==> config.mk <==
export PLATFORM = sky130hd
export DESIGN_NAME = rc_channel_sequencer_flat
export DESIGN_NICKNAME = d
export VERILOG_FILES = /design/src/rtl/rc_channel_sequencer_if.sv /design/src/rtl/rc_channel_sequencer.sv /design/src/flat_wrapper.sv
export SDC_FILE = /design/constraint.sdc
export NUM_CORES = 1
export LEC_CHECK = 0
export CORE_MARGIN = 8
export CORE_UTILIZATION = 60
export DETAILED_ROUTE_END_ITERATION = 10
export PLACE_DENSITY = 0.94
export SLEW_MARGIN = 20
export SYNTH_ARGS = -nofsm -noshare
export SYNTH_HDL_FRONTEND = slang
export SYNTH_SLANG_ARGS = --single-unit
==> constraint.sdc <==
create_clock -name sys_clk -period 5.3 [get_ports sys_clk]
set_input_delay 0.53 -clock sys_clk [delete_from_list [all_inputs] [get_ports sys_clk]]
set_output_delay 0.53 -clock sys_clk [all_outputs]
set_load 0.02 [all_outputs]
==> src/rtl/rc_channel_sequencer_if.sv <==
// Receiver bundle: raw PWM inputs in, published channel values and status out.
// Latency: none, wires only.
// Backpressure: none, every output is a level or a single-cycle pulse.
interface rc_channel_sequencer_if #(
  parameter int NUM_CH = 4
);
  logic [NUM_CH-1:0]   pwm_in;
  logic [8*NUM_CH-1:0] ch_data;
  logic                frame_valid;
  logic                failsafe;
  logic                pulse_err;
  logic [2:0]          active_ch;

  // The sequencer consumes pulses and produces the published frame.
  modport master (
    input  pwm_in,
    output ch_data, frame_valid, failsafe, pulse_err, active_ch
  );

  // The receiver/flight-controller side drives pulses and reads the frame.
  modport slave (
    output pwm_in,
    input  ch_data, frame_valid, failsafe, pulse_err, active_ch
  );
endinterface

==> src/rtl/rc_channel_sequencer.sv <==
// RC receiver front end: one shared tick divider and width counter measure NUM_CH PWM channels in turn.
// Latency: last falling edge to frame_valid is 5 cycles (2 sync, 1 edge, 1 store, 1 publish).
// Backpressure: none; a completed frame is published unconditionally. RC_SMOOTH_EN averages each frame with the previous one.
module rc_channel_sequencer #(
  parameter int         NUM_CH        = 4,
  parameter int         DIV           = 208,
  parameter int         OFFSET        = 256,
  parameter int         MIN_TICKS     = 128,
  parameter int         MAX_TICKS     = 1023,
  parameter int         TIMEOUT_TICKS = 6400,
  parameter logic [7:0] FAILSAFE_VAL  = 8'h00
) (
  input  logic                   sys_clk,
  input  logic                   reset,
  rc_channel_sequencer_if.master bus
);

  localparam int IW = (NUM_CH > 1) ? $clog2(NUM_CH) : 1;
  localparam int DW = (DIV > 1) ? $clog2(DIV) : 1;
  localparam int CW = $clog2(MAX_TICKS + 1);
  localparam int WW = $clog2(TIMEOUT_TICKS + 1);

  localparam logic [DW-1:0] DIV_LAST   = DW'(DIV - 1);
  localparam logic [CW-1:0] WIDTH_LAST = CW'(MAX_TICKS - 1);
  localparam logic [CW-1:0] WIDTH_MAX  = CW'(MAX_TICKS);
  localparam logic [WW-1:0] WD_LAST    = WW'(TIMEOUT_TICKS - 1);
  localparam logic [WW-1:0] WD_MAX     = WW'(TIMEOUT_TICKS);

  typedef enum logic [1:0] {
    S_IDLE,
    S_MEASURE,
    S_STORE
  } state_t;

  // Input path
  logic [NUM_CH-1:0] sync1_q;
  logic [NUM_CH-1:0] sync2_q;
  logic [NUM_CH-1:0] prev_q;
  logic [NUM_CH-1:0] rise;
  logic [NUM_CH-1:0] fall;

  // Tick divider
  logic [DW-1:0] div_q;
  logic          tick;

  // Sequencer
  state_t            state_q;
  logic [2:0]        active_ch_q;
  logic [IW-1:0]     idx;
  logic [CW-1:0]     width_q;
  logic              stuck_q;
  logic              pulse_err_q;
  logic [NUM_CH-1:0] mask_q;
  logic [7:0]        shadow_q [NUM_CH];
  logic              mask_full;

  // Grant / store decode
  logic [IW-1:0] grant_idx;
  logic          multi_rise;
  logic [31:0]   width_ext;
  logic [7:0]    value_d;
  logic          store_ok_d;

  // Publish / watchdog
  logic [8*NUM_CH-1:0] ch_data_q;
  logic [8*NUM_CH-1:0] pub_d;
  logic                frame_valid_q;
  logic                failsafe_q;
  logic [WW-1:0]       wd_q;
`ifdef RC_SMOOTH_EN
  logic                fresh_q;
  logic [8:0]          sum;
`endif

  // Two-flop synchronizer per channel, then one register for edge detection.
  always_ff @(posedge sys_clk or posedge reset) begin
    if (reset) begin
      sync1_q <= '0;
      sync2_q <= '0;
      prev_q  <= '0;
    end else begin
      sync1_q <= bus.pwm_in;
      sync2_q <= sync1_q;
      prev_q  <= sync2_q;
    end
  end

  assign rise = sync2_q & ~prev_q;
  assign fall = ~sync2_q & prev_q;

  // Free-running divider; tick is high for one cycle out of every DIV.
  always_ff @(posedge sys_clk or posedge reset) begin
    if (reset) begin
      div_q <= '0;
    end else if (tick) begin
      div_q <= '0;
    end else begin
      div_q <= div_q + DW'(1);
    end
  end

  assign tick = (div_q == DIV_LAST);

  // Lowest-index rising channel wins the grant; more than one riser is an overlap.
  always_comb begin
    grant_idx = '0;
    for (int i = NUM_CH - 1; i >= 0; i--) begin
      if (rise[i]) grant_idx = IW'(i);
    end
  end

  assign multi_rise = |(rise & (rise - NUM_CH'(1)));
  assign idx        = active_ch_q[IW-1:0];
  assign mask_full  = &mask_q;

  // Map the raw width to 0..255 after removing the 1 ms offset, and qualify the pulse.
  always_comb begin
    width_ext  = 32'(width_q);
    value_d    = 8'hFF;
    if (width_ext < 32'(OFFSET)) begin
      value_d = 8'h00;
    end else if ((width_ext - 32'(OFFSET)) < 32'd255) begin
      value_d = 8'(width_ext - 32'(OFFSET));
    end
    store_ok_d = !stuck_q && (width_ext >= 32'(MIN_TICKS));
  end

  // Sequencer: grant on a rising edge, count ticks while high, then store or discard.
  always_ff @(posedge sys_clk or posedge reset) begin
    if (reset) begin
      state_q     <= S_IDLE;
      active_ch_q <= '0;
      width_q     <= '0;
      stuck_q     <= 1'b0;
      pulse_err_q <= 1'b0;
      mask_q      <= '0;
      for (int i = 0; i < NUM_CH; i++) shadow_q[i] <= '0;
    end else begin
      pulse_err_q <= 1'b0;
      if (mask_full) mask_q <= '0;
      case (state_q)
        S_IDLE: begin
          if (|rise) begin
            active_ch_q <= 3'(grant_idx);
            // The grant cycle already sees the channel high, so a tick here counts.
            width_q     <= CW'(tick);
            stuck_q     <= 1'b0;
            state_q     <= S_MEASURE;
            if (multi_rise) pulse_err_q <= 1'b1;
          end
        end
        S_MEASURE: begin
          if (fall[idx]) begin
            state_q <= S_STORE;
          end else if (tick && sync2_q[idx]) begin
            if (width_q == WIDTH_LAST) begin
              width_q <= WIDTH_MAX;
              stuck_q <= 1'b1;
              state_q <= S_STORE;
            end else begin
              width_q <= width_q + CW'(1);
            end
          end
        end
        S_STORE: begin
          if (store_ok_d) begin
            shadow_q[idx] <= value_d;
            mask_q[idx]   <= 1'b1;
          end else begin
            pulse_err_q <= 1'b1;
          end
          state_q <= S_IDLE;
        end
        default: state_q <= S_IDLE;
      endcase
    end
  end

  // Value published for each channel when the frame completes.
  always_comb begin
    pub_d = '0;
`ifdef RC_SMOOTH_EN
    sum = '0;
    for (int i = 0; i < NUM_CH; i++) begin
      sum = {1'b0, ch_data_q[8*i +: 8]} + {1'b0, shadow_q[i]};
      // Right after reset or failsafe the published bank holds FAILSAFE_VAL, so skip averaging.
      pub_d[8*i +: 8] = fresh_q ? shadow_q[i] : sum[8:1];
    end
`else
    for (int i = 0; i < NUM_CH; i++) pub_d[8*i +: 8] = shadow_q[i];
`endif
  end

  // Publish the shadow bank once all channels are captured; otherwise age the watchdog.
  always_ff @(posedge sys_clk or posedge reset) begin
    if (reset) begin
      ch_data_q     <= {NUM_CH{FAILSAFE_VAL}};
      frame_valid_q <= 1'b0;
      failsafe_q    <= 1'b1;
      wd_q          <= '0;
`ifdef RC_SMOOTH_EN
      fresh_q       <= 1'b1;
`endif
    end else begin
      frame_valid_q <= 1'b0;
      if (mask_full) begin
        ch_data_q     <= pub_d;
        frame_valid_q <= 1'b1;
        failsafe_q    <= 1'b0;
        wd_q          <= '0;
`ifdef RC_SMOOTH_EN
        fresh_q       <= 1'b0;
`endif
      end else if (tick && (wd_q != WD_MAX)) begin
        wd_q <= wd_q + WW'(1);
        // The counter parks at WD_MAX, so failsafe is entered exactly once per silence.
        if (wd_q == WD_LAST) begin
          failsafe_q <= 1'b1;
          ch_data_q  <= {NUM_CH{FAILSAFE_VAL}};
`ifdef RC_SMOOTH_EN
          fresh_q    <= 1'b1;
`endif
        end
      end
    end
  end

  assign bus.ch_data     = ch_data_q;
  assign bus.frame_valid = frame_valid_q;
  assign bus.failsafe    = failsafe_q;
  assign bus.pulse_err   = pulse_err_q;
  assign bus.active_ch   = active_ch_q;

endmodule

==> src/flat_wrapper.sv <==
// flat-port wrapper written by rule: the top's interface ports become plain ports
module rc_channel_sequencer_flat 
#(
  parameter int         NUM_CH        = 4,
  parameter int         DIV           = 208,
  parameter int         OFFSET        = 256,
  parameter int         MIN_TICKS     = 128,
  parameter int         MAX_TICKS     = 1023,
  parameter int         TIMEOUT_TICKS = 6400,
  parameter logic [7:0] FAILSAFE_VAL  = 8'h00
)
  (sys_clk, reset, bus_pwm_in, bus_ch_data, bus_frame_valid, bus_failsafe, bus_pulse_err, bus_active_ch);
  rc_channel_sequencer_if #(.NUM_CH(NUM_CH)) bus_i ();
  input  logic sys_clk;
  input  logic reset;
  input wire logic [$bits(bus_i.pwm_in)-1:0] bus_pwm_in;
  output wire logic [$bits(bus_i.ch_data)-1:0] bus_ch_data;
  output wire logic [$bits(bus_i.frame_valid)-1:0] bus_frame_valid;
  output wire logic [$bits(bus_i.failsafe)-1:0] bus_failsafe;
  output wire logic [$bits(bus_i.pulse_err)-1:0] bus_pulse_err;
  output wire logic [$bits(bus_i.active_ch)-1:0] bus_active_ch;
  assign bus_i.pwm_in = bus_pwm_in;
  assign bus_ch_data = bus_i.ch_data;
  assign bus_frame_valid = bus_i.frame_valid;
  assign bus_failsafe = bus_i.failsafe;
  assign bus_pulse_err = bus_i.pulse_err;
  assign bus_active_ch = bus_i.active_ch;
  rc_channel_sequencer #(.NUM_CH(NUM_CH), .DIV(DIV), .OFFSET(OFFSET), .MIN_TICKS(MIN_TICKS), .MAX_TICKS(MAX_TICKS), .TIMEOUT_TICKS(TIMEOUT_TICKS), .FAILSAFE_VAL(FAILSAFE_VAL)) u_core (.sys_clk(sys_clk), .reset(reset), .bus(bus_i));
endmodule
==> Yosys cells after proc, flatten, opt, wreduce, memory -nomap -nowiden <==
Cells that the tools add are included.
Widths: inputs -> output; s select.
{ "word_totals": {"output_inout_bits": 38, "memories": 0, "in_bits": 6, "ramBits": 0, "latch_bits": 0, "wordCells": 115, "mem_bits_ro": 0, "register_bits": 119} }
{ "op_classes": {"eq_ne": 12, "n_div": 0, "multipliers": 0, "n_shift": 0, "n_reduce_logical": 19, "magnitude_cmp": 7, "mux": 47, "add_sub_neg": 5, "n_bitwise": 7} }
{ "op_table": {"columns": ["operator", "count"], "rows": [
  ["$mux 32", 3],
  ["$mux 10", 4],
  ["$bwmux 32", 1],
  ["$lt 32x8->1 const B", 1],
  ["$mux 8", 4],
  ["$mux 13", 2],
  ["$pmux 10 s2", 1],
  ["$demux 8 s2", 1],
  ["$mux 2", 8],
  ["$mux 1", 14],
  ["$add 13x1->13 const B", 1],
  ["$eq 13x13->1 const B", 1],
  ["$ne 13x13->1 const B", 1],
  ["$and 4x4->4", 3],
  ["$mux 4", 3],
  ["$sub 10x9->11 const B", 1],
  ["$add 10x1->10 const B", 1],
  ["$eq 10x10->1 const B", 1],
  ["$ge 10x8->1 const B", 1],
  ["$lt 10x9->1 const B", 1],
  ["$add 8x1->8 const B", 1],
  ["$eq 8x8->1 const B", 1],
  ["$not 4->4", 2],
  ["$reduce_and 4->1", 2],
  ["other kinds (24)", 38]
]} }

==> Logic depth before layout (Yosys ltp) <==
Gate-level depths: netlist of the first run.
{ "logic_depth": {"word_depth": 8, "mapped_depth": 7} }

==> Worst setup path after synthesis of the first run <==
OpenSTA, ideal clock, no wires.
{ "synth_path": {"path_kind": "register to register", "start": "register u_core.active_ch_q[0], in the netlist u_core.bus.active_ch[0]", "end": "register u_core.width_q[0]", "setup_slack_ns": 3.425, "t_arrival_ns": 1.750, "stages_incl_launch_ff": 6, "period_less_slack_ns": 1.875, "setup_ns": 0.125, "required_time_ns": 5.175, "n_path_buf": 1, "cell_sequence": "dfrtp_1 buf_4 mux4_2 and3_4 o2bb2ai_2 mux2_2"} }
{ "synth_via": {"elab_chain_cells": 5, "elab_cells_between_ends": 8, "classes_between": "eq/ne (2); mux (4); reduce/logical (2)"} }
{ "synth_lines": {"columns": ["element", "line_no", "text"], "rows": [
  ["start: declaration", "rc_channel_sequencer.sv:48", "logic [2:0] active_ch_q;"],
  ["start signal: assignment", "rc_channel_sequencer.sv:144", "active_ch_q <= 3'(grant_idx);"],
  ["$bmux 1 s2", "rc_channel_sequencer.sv:155", "end else if (tick && sync2_q[idx]) begin"],
  ["$mux 1 (not written as such)", "rc_channel_sequencer.sv:155", null],
  ["$logic_and 1x1->1", "rc_channel_sequencer.sv:155", null],
  ["$ne 2x1->1 (no source line)", null, null],
  ["$reduce_and 4->1 (no source line) (*)", null, null],
  ["end signal: assignment", "rc_channel_sequencer.sv:146", "width_q <= CW'(tick);"],
  ["end signal: assignment", "rc_channel_sequencer.sv:161", "width_q <= width_q + CW'(1);"],
  ["end: declaration", "rc_channel_sequencer.sv:50", "logic [CW-1:0] width_q;"]
]} }
Mark *: on every way between the ends. The rest lies on a longest branch, timed or not. The select of a mux whose other input is x is not followed.
A chain may end at the register's enable or synchronous reset.

==> Final worst setup path of the first run <==
{ "layout_path": {"start": "register u_core.active_ch_q[0], in the netlist u_core.bus.active_ch[0]", "end": "output port bus_active_ch[0]"} }
{ "layout_rtl": {"columns": ["element", "line_no", "text"], "rows": [
  ["end: declaration", "flat_wrapper.sv:21", "output wire logic [$bits(bus_i.active_ch)-1:0] bus_active_ch;"]
]} }
No word-level cell between the ends.

==> run_results.csv, run 1 <==
group,metric,value,unit
cts,ctsHoldBuffers,0,
drt,final_antenna_net_count,0,
drt,routedWlPerCell,19.86,um
power,p_int,1.648,mW
place,place_inst,578,
drt,drc,0,
synth,yosysTopAreaCell,"dfrtp_1",
synth,synth.most_common_cell,"dfrtp_1",
grt,grt.total_usage,22.23,%
setup_path,crit_slowest_cell,"clkdlybuf4s50_1",
place,dp_hpwl,7170,um
drt,drt_wl_total,12120,um
cts,clock_latency,0.52,ns
synth,synth_seq_cells,119,
drt,dr.pass1.iters,6,
hold_path,hp-class,"reg -> reg",
floorplanning,fp.dieW,107.1,um
job,cap_violations,0,
synth,synth_warnings,0,
setup_path,critPathBufInv,1,
sta,grt_setup_unrepaired,"false",
setup_path,critPathTopFamily,"buffers and inverters",
cts,path_clk_slew,0.06,ns
power,ir_drop,0.0002025,V
setup_path,path_max_fanout,11,
power,total_power,2.225,mW
finish,nNetsFinal,504,
synth,synthesis.nets,460,
sta,tightest_slew,0.9077,ns
synth,synthArstFlopShare,100.0,%
setup_path,crit_type,"reg -> out",
sta,period_minus_slack,2.280,ns
floorplanning,io_pins,44,
synth,synth_top_area_share,59.33,%
power,p_per_area,371.0,nW/um2
synth,synth_cell_types,53,
floorplanning,core,8134,um2
drt,num_vias,3806,
floorplanning,die_area,11470,um2
sta,fin_skew,0.009182,ns
cts,cts-root-buf,"clkbuf_8",
setup_path,worst_ep_arrival_time,1.75,ns
sta,finalHoldViolCount,0,
finish,syn2layout_area_growth,20.49,%
cts,cts_tree,"done",
floorplanning,start_util,61.19,%
finish,nFillCells,470,
setup_path,start_kind,"register",
sta,finalSetupViolCount,0,
cts,post_cts.resized_instances,0,
cts,cts_buffers,17,
drt,viasPerCell,6.239,
grt,antenna_found_initial,0,
setup_path,cp_slowest_stage_delay,0.71,ns
power,power.leakage,2.766,nW
synth,ys.flop_type,"dfrtp_1",
cts,cts_sinks,119,
synth,netlist_area,4977,um2
place,post_dp_cell_area,5439,um2
setup_path,crit_chain,"clkdlybuf4s50_1",
cts,post_cts_buffers,0,
sta,fmax,0.4386,GHz
power,p_sw,576.9,uW
place,numPortBuffers,42,
place,gp_congestion,0.8791,
finish,antenna_cells,0,
power,pwr-share-comb,8.6,%
finish,final_cell_count_no_fill,610,
setup_path,critPathCaptureType,"primary output",
synth,postSynthAreaPerCell,11.11,um2
setup_path,reg2reg_slack,3.05,ns
grt,globalRoute.totalOverflow,0,
floorplanning,chipHeight,107.1,um
finish,fin_area,5997,um2
sta,slew_viol_final,0,
sta,slew-limit-headroom,39.49,%
synth,synth_area_leaders,"dfrtp_1, a22o_1, nand2_1",
synth,synthTopCellsByCount,"dfrtp_1, nand2_1, o21ai_0",
floorplanning,rows,33,
power,power.share.clock,47.8,%
power,swShare,25.93,%
power,seqPwrFrac,43.7,%
grt,grt_pass1_vias,3865,
synth,ys_seq_area_share,59.85,%
finish,drive_above_1_share,9.109,%
outcome,status,"finished, final reports clean",
setup_path,crit_required,4.77,ns
grt,grt_first_pass_wirelength,19830,um
cts,cts_buffer_depth,2,
sta,setup_tns,0,ns
grt,grt_max_degree,77,
cts,htreeDepth,4,
synth,syn_inst,448,
drt,drt_iter0_drc,299,
synth,synth_edf_count,0,
sta,period_share,43.02,%
registers in the layout (all words and copies together), names as in the netlist, 2 cells and up:
register,flops
u_core.prev_q,4
u_core.wd_q,13
u_core.div_q,8
u_core.sync2_q,4
u_core.width_q,10
u_core.mask_q,4
u_core.sync1_q,4
u_core.pub_d,32
u_core.bus.active_ch,2
u_core.state_q,2
u_core.bus.ch_data,32
through the flow:
stage	utilization [%]	hold slack, ns	setup WS [ns]
after floorplan	-	0.3312	1.614
after global placement	66.81	0.3321	3.003
after detailed placement	66.87	0.3355	3.024
after CTS	73.73	0.3468	3.003
after global routing	73.73	0.3521	2.929
final	73.73	0.3467	3.020
layer usage:
layer  GRT usage, %  wire length (um)  share of wire (%)
met5              0                 0                  0
met1          25.95              4702                 39
met2          36.67              6204                 51
met3          5.759               833                6.9
met4          12.36               376                3.1
placed cells by master (no fill, tap or decap), types with 4 or more instances in the layout:
cell type,Yosys,routed
a31oi_1,4,4
nand2_1,66,66
inv_1,9,8
a21oi_1,22,22
a21o_1,8,8
dfrtp_1,118,118
clkinv_4,0,6
nand3_1,12,12
nor2_1,26,26
nand4_1,4,4
xnor2_1,8,8
and3_1,10,10
clkbuf_16,0,16
ha_1,6,6
nand2b_1,8,8
a22o_1,33,33
o21a_1,6,6
nor3_1,6,6
o21ai_0,35,35
clkdlybuf4s50_1,0,42
xor2_1,6,6
area by class of cell:
class                           instances  area, um2  area share [%]
Clock inverter                         13      126.4           2.107
Timing Repair Buffer                   44      435.4           7.261
Sequential cell                       119       2979           49.68
Clock buffer                           19      431.7           7.198
Tap cell                              105      131.4           2.191
Inverter                                9      36.28          0.6050
Multi-Input combinational cell        301       1857           30.96
cells by family (layout without fill, tap and decap cells):
family,after synthesis,count (layout),synth area share (%)
and+or+nand+nor,162,162,16.87
buffers and inverters,28,85,2.941
AOI/OAI and AO/OA,115,115,15.41
other,1,1,0.07534
xor gates and xnor gates,14,14,2.464
adders and majority gates,6,6,1.508
muxes,3,3,0.8798
DFF,119,119,59.85
power by group through the flow:
stage	clock, mW	sequential, mW	combinational, mW
CTS	1.07	0.971	0.189
detailed placement	0	0.986	0.186
finish	1.06	0.972	0.191
global route	1.11	0.976	0.208
global placement	0	0.983	0.181
floorplan	0	0.980	0.145
final timing paths:
path / start / endpoint / cells after the start
setup / recovery: u_core.bus.active_ch[0] / bus_active_ch[0] / 1
hold / removal: u_core.sync1_q[1] / u_core.sync2_q[1] / 0
setup reg to reg: u_core.width_q[8] / u_core.pub_d[28] / 4
hold reg to reg: u_core.sync1_q[1] / u_core.sync2_q[1] / 0
max in group asynchronous: reset / u_core.bus.failsafe / 3
min in group asynchronous: reset / u_core.bus.ch_data[1] / 2
No activity file was read; power rests on OpenSTA's default activity.
==> run 2, diff against run 1 <==
--- a/config.mk
+++ b/config.mk
@@ -6,9 +6,9 @@
 export NUM_CORES = 1
 export LEC_CHECK = 0
 export CORE_MARGIN = 8
-export CORE_UTILIZATION = 60
+export CORE_UTILIZATION = 57
 export DETAILED_ROUTE_END_ITERATION = 10
-export PLACE_DENSITY = 0.94
+export PLACE_DENSITY = 0.9
 export SLEW_MARGIN = 20
 export SYNTH_ARGS = -nofsm -noshare
 export SYNTH_HDL_FRONTEND = slang
==> constraint.sdc (replaced) <==
create_clock -name sys_clk -period 2.35 [get_ports sys_clk]
set_input_delay 0.235 -clock sys_clk [delete_from_list [all_inputs] [get_ports sys_clk]]
set_output_delay 0.235 -clock sys_clk [all_outputs]
set_load 0.02 [all_outputs]
==> run 2 against run 1 <==
Against the previous run: largest cell class unchanged; global-route usage down 1.2 points; sequential share of layout area down 0.96 points; routed wire length down 2.8%; via count about the same; register-to-register slack worse by 2.9 ns; clock skew down 0.0029 ns; setup slack worse by 2.8 ns; combinational power up 140%; count of clock-buffer cells in the layout down 1; non-clock buffer count up 4; first-iteration DRC count down 5.7%; power up 140%.
==> run_results.csv, run 2 (synthesis gave the netlist of run 1 again) <==
group,metric,value,unit
outcome,status,"finished, final reports clean",
grt,antenna_found_initial,0,
finish,antenna_cells,0,
finish,register_area,2979,um2
grt,grt_pass1_vias,3889,
sta,grt_setup_unrepaired,"false",
floorplanning,chipHeight,109.4,um
sta,finalSetupViolCount,0,
cts,cts_tree,"done",
setup_path,crit_required,2.80,ns
setup_path,worst_ep_arrival_time,2.61,ns
setup_path,critPathTopFamily,"simple AND/OR/NAND/NOR gates",
drt,dr.pass1.iters,5,
grt,grt.total_usage,21.05,%
sta,fin_skew,0.006262,ns
setup_path,cp_slowest_stage_delay,0.60,ns
drt,maxUsedRoutingLayer,"met4",
place,numPortBuffers,42,
finish,drive_above_1_share,10.02,%
finish,fin_util,71.16,%
cts,cts_buffers,17,
sta,setup_slack,0.1898,ns
drt,viasPerCell,6.173,
setup_path,reg2reg_slack,0.19,ns
place,place_inst,585,
floorplanning,core,8593,um2
finish,syn2layout_area_growth,22.85,%
sta,finalHoldViolCount,0,
place,gp_congestion,0.8782,
power,p_per_area,863.1,nW/um2
finish,layout_common_cells,"dfrtp_1, nand2_1, clkdlybuf4s50_1",
drt,routedWlPerCell,19.09,um
place,place_ws,-0.03165,ns
drt,drt_wl_total,11780,um
sta,fmax,0.4629,GHz
cts,htreeDepth,4,
setup_path,crit_type,"reg -> reg",
grt,grt_first_pass_wirelength,19220,um
finish,mostFrequentLayoutCell,"dfrtp_1",
cts,path_clk_slew,0.06,ns
power,ir_drop,0.0004760,V
drt,final_antenna_net_count,0,
sta,slew-limit-headroom,48.24,%
setup_path,start_kind,"register",
place,dp_hpwl,7287,um
sta,period_minus_slack,2.160,ns
sta,slew_viol_final,0,
setup_path,path_max_fanout,32,
cts,cts_sinks,119,
finish,nNetsFinal,508,
floorplanning,die_area,11980,um2
cts,post_cts.resized_instances,1,
finish,final_cell_count_no_fill,617,
sta,period_share,91.93,%
drt,num_vias,3809,
cts,cts-root-buf,"clkbuf_8",
cts,post_cts_buffers,0,
setup_path,crit_slowest_cell,"nor2_4",
power,total_power,5.278,mW
cts,cts_buffer_depth,2,
job,cap_violations,0,
floorplanning,start_util,57.92,%
floorplanning,rows,34,
drt,wl_met1,4434,um
cts,ctsHoldBuffers,0,
power,power.leakage,2.817,nW
setup_path,critPathCaptureType,"register",
hold_path,hp-class,"in -> reg",
drt,drt_iter0_drc,282,
setup_path,critPathBufInv,0,
drt,drc,0,
sta,tightest_slew,0.7746,ns
finish,nFillCells,548,
drt,met2WireLength,6013,um
cts,clock_latency,0.53,ns
floorplanning,io_pins,44,
setup_path,crit_chain,"ha_1 -> and3_1 -> nand3_4 -> nor4_4 -> nor2_4 -> a22o_1",
grt,globalRoute.totalOverflow,0,
floorplanning,fp.dieW,109.4,um
finish,multi_input_area,1857,um2
grt,grt_max_degree,48,
drt,route.met3.wl,810,um
-- run 2: cell type report --
type	instances	share of cell area, %
inverters	9	0.6139
repair buffers	48	8.226
clock buffers	18	6.998
well taps	108	2.210
flip-flops and latches	119	48.72
clock inverters	14	2.865
multi-input cells	301	30.37
-- run 2: power by group --
part           total [mW]  leakage [nW]  switching [mW]  internal [mW]
registers            2.20          1.61          0.0884           2.11
clock network        2.62         0.288           0.968           1.65
logic               0.462         0.920           0.267          0.195
total                5.28          2.82            1.32           3.95
-- run 2: per-layer routing --
metal	GRT usage (%)	up-vias
li1	-	1677
met1	23.82	1923
met2	34.11	157
met3	6.565	52
met4	13.40	0
met5	0	-
-- run 2: final timing paths --
path                                    endpoint         startpoint  depth (start not counted)
max                        u_core.bus.ch_data[3]    u_core.div_q[0]                          6
min                            u_core.sync1_q[2]      bus_pwm_in[2]                          1
max reg2reg                u_core.bus.ch_data[3]    u_core.div_q[0]                          6
min reg2reg                    u_core.sync2_q[1]  u_core.sync1_q[1]                          0
max in group asynchronous       u_core.pub_d[15]              reset                          3
min in group asynchronous  u_core.bus.ch_data[3]              reset                          2
-- run 2: through the flow --
stage | setup TNS (ns) | cell area, um2 | hold slack, ns
floorplan | 0 | 4981 | 0.2664
global placement | 0 | 5507 | 0.3328
detailed placement | -0.4716 | 5507 | 0.3347
CTS | 0 | 6115 | 0.1270
global route | 0 | 6115 | 0.1442
finish | 0 | 6115 | 0.1418
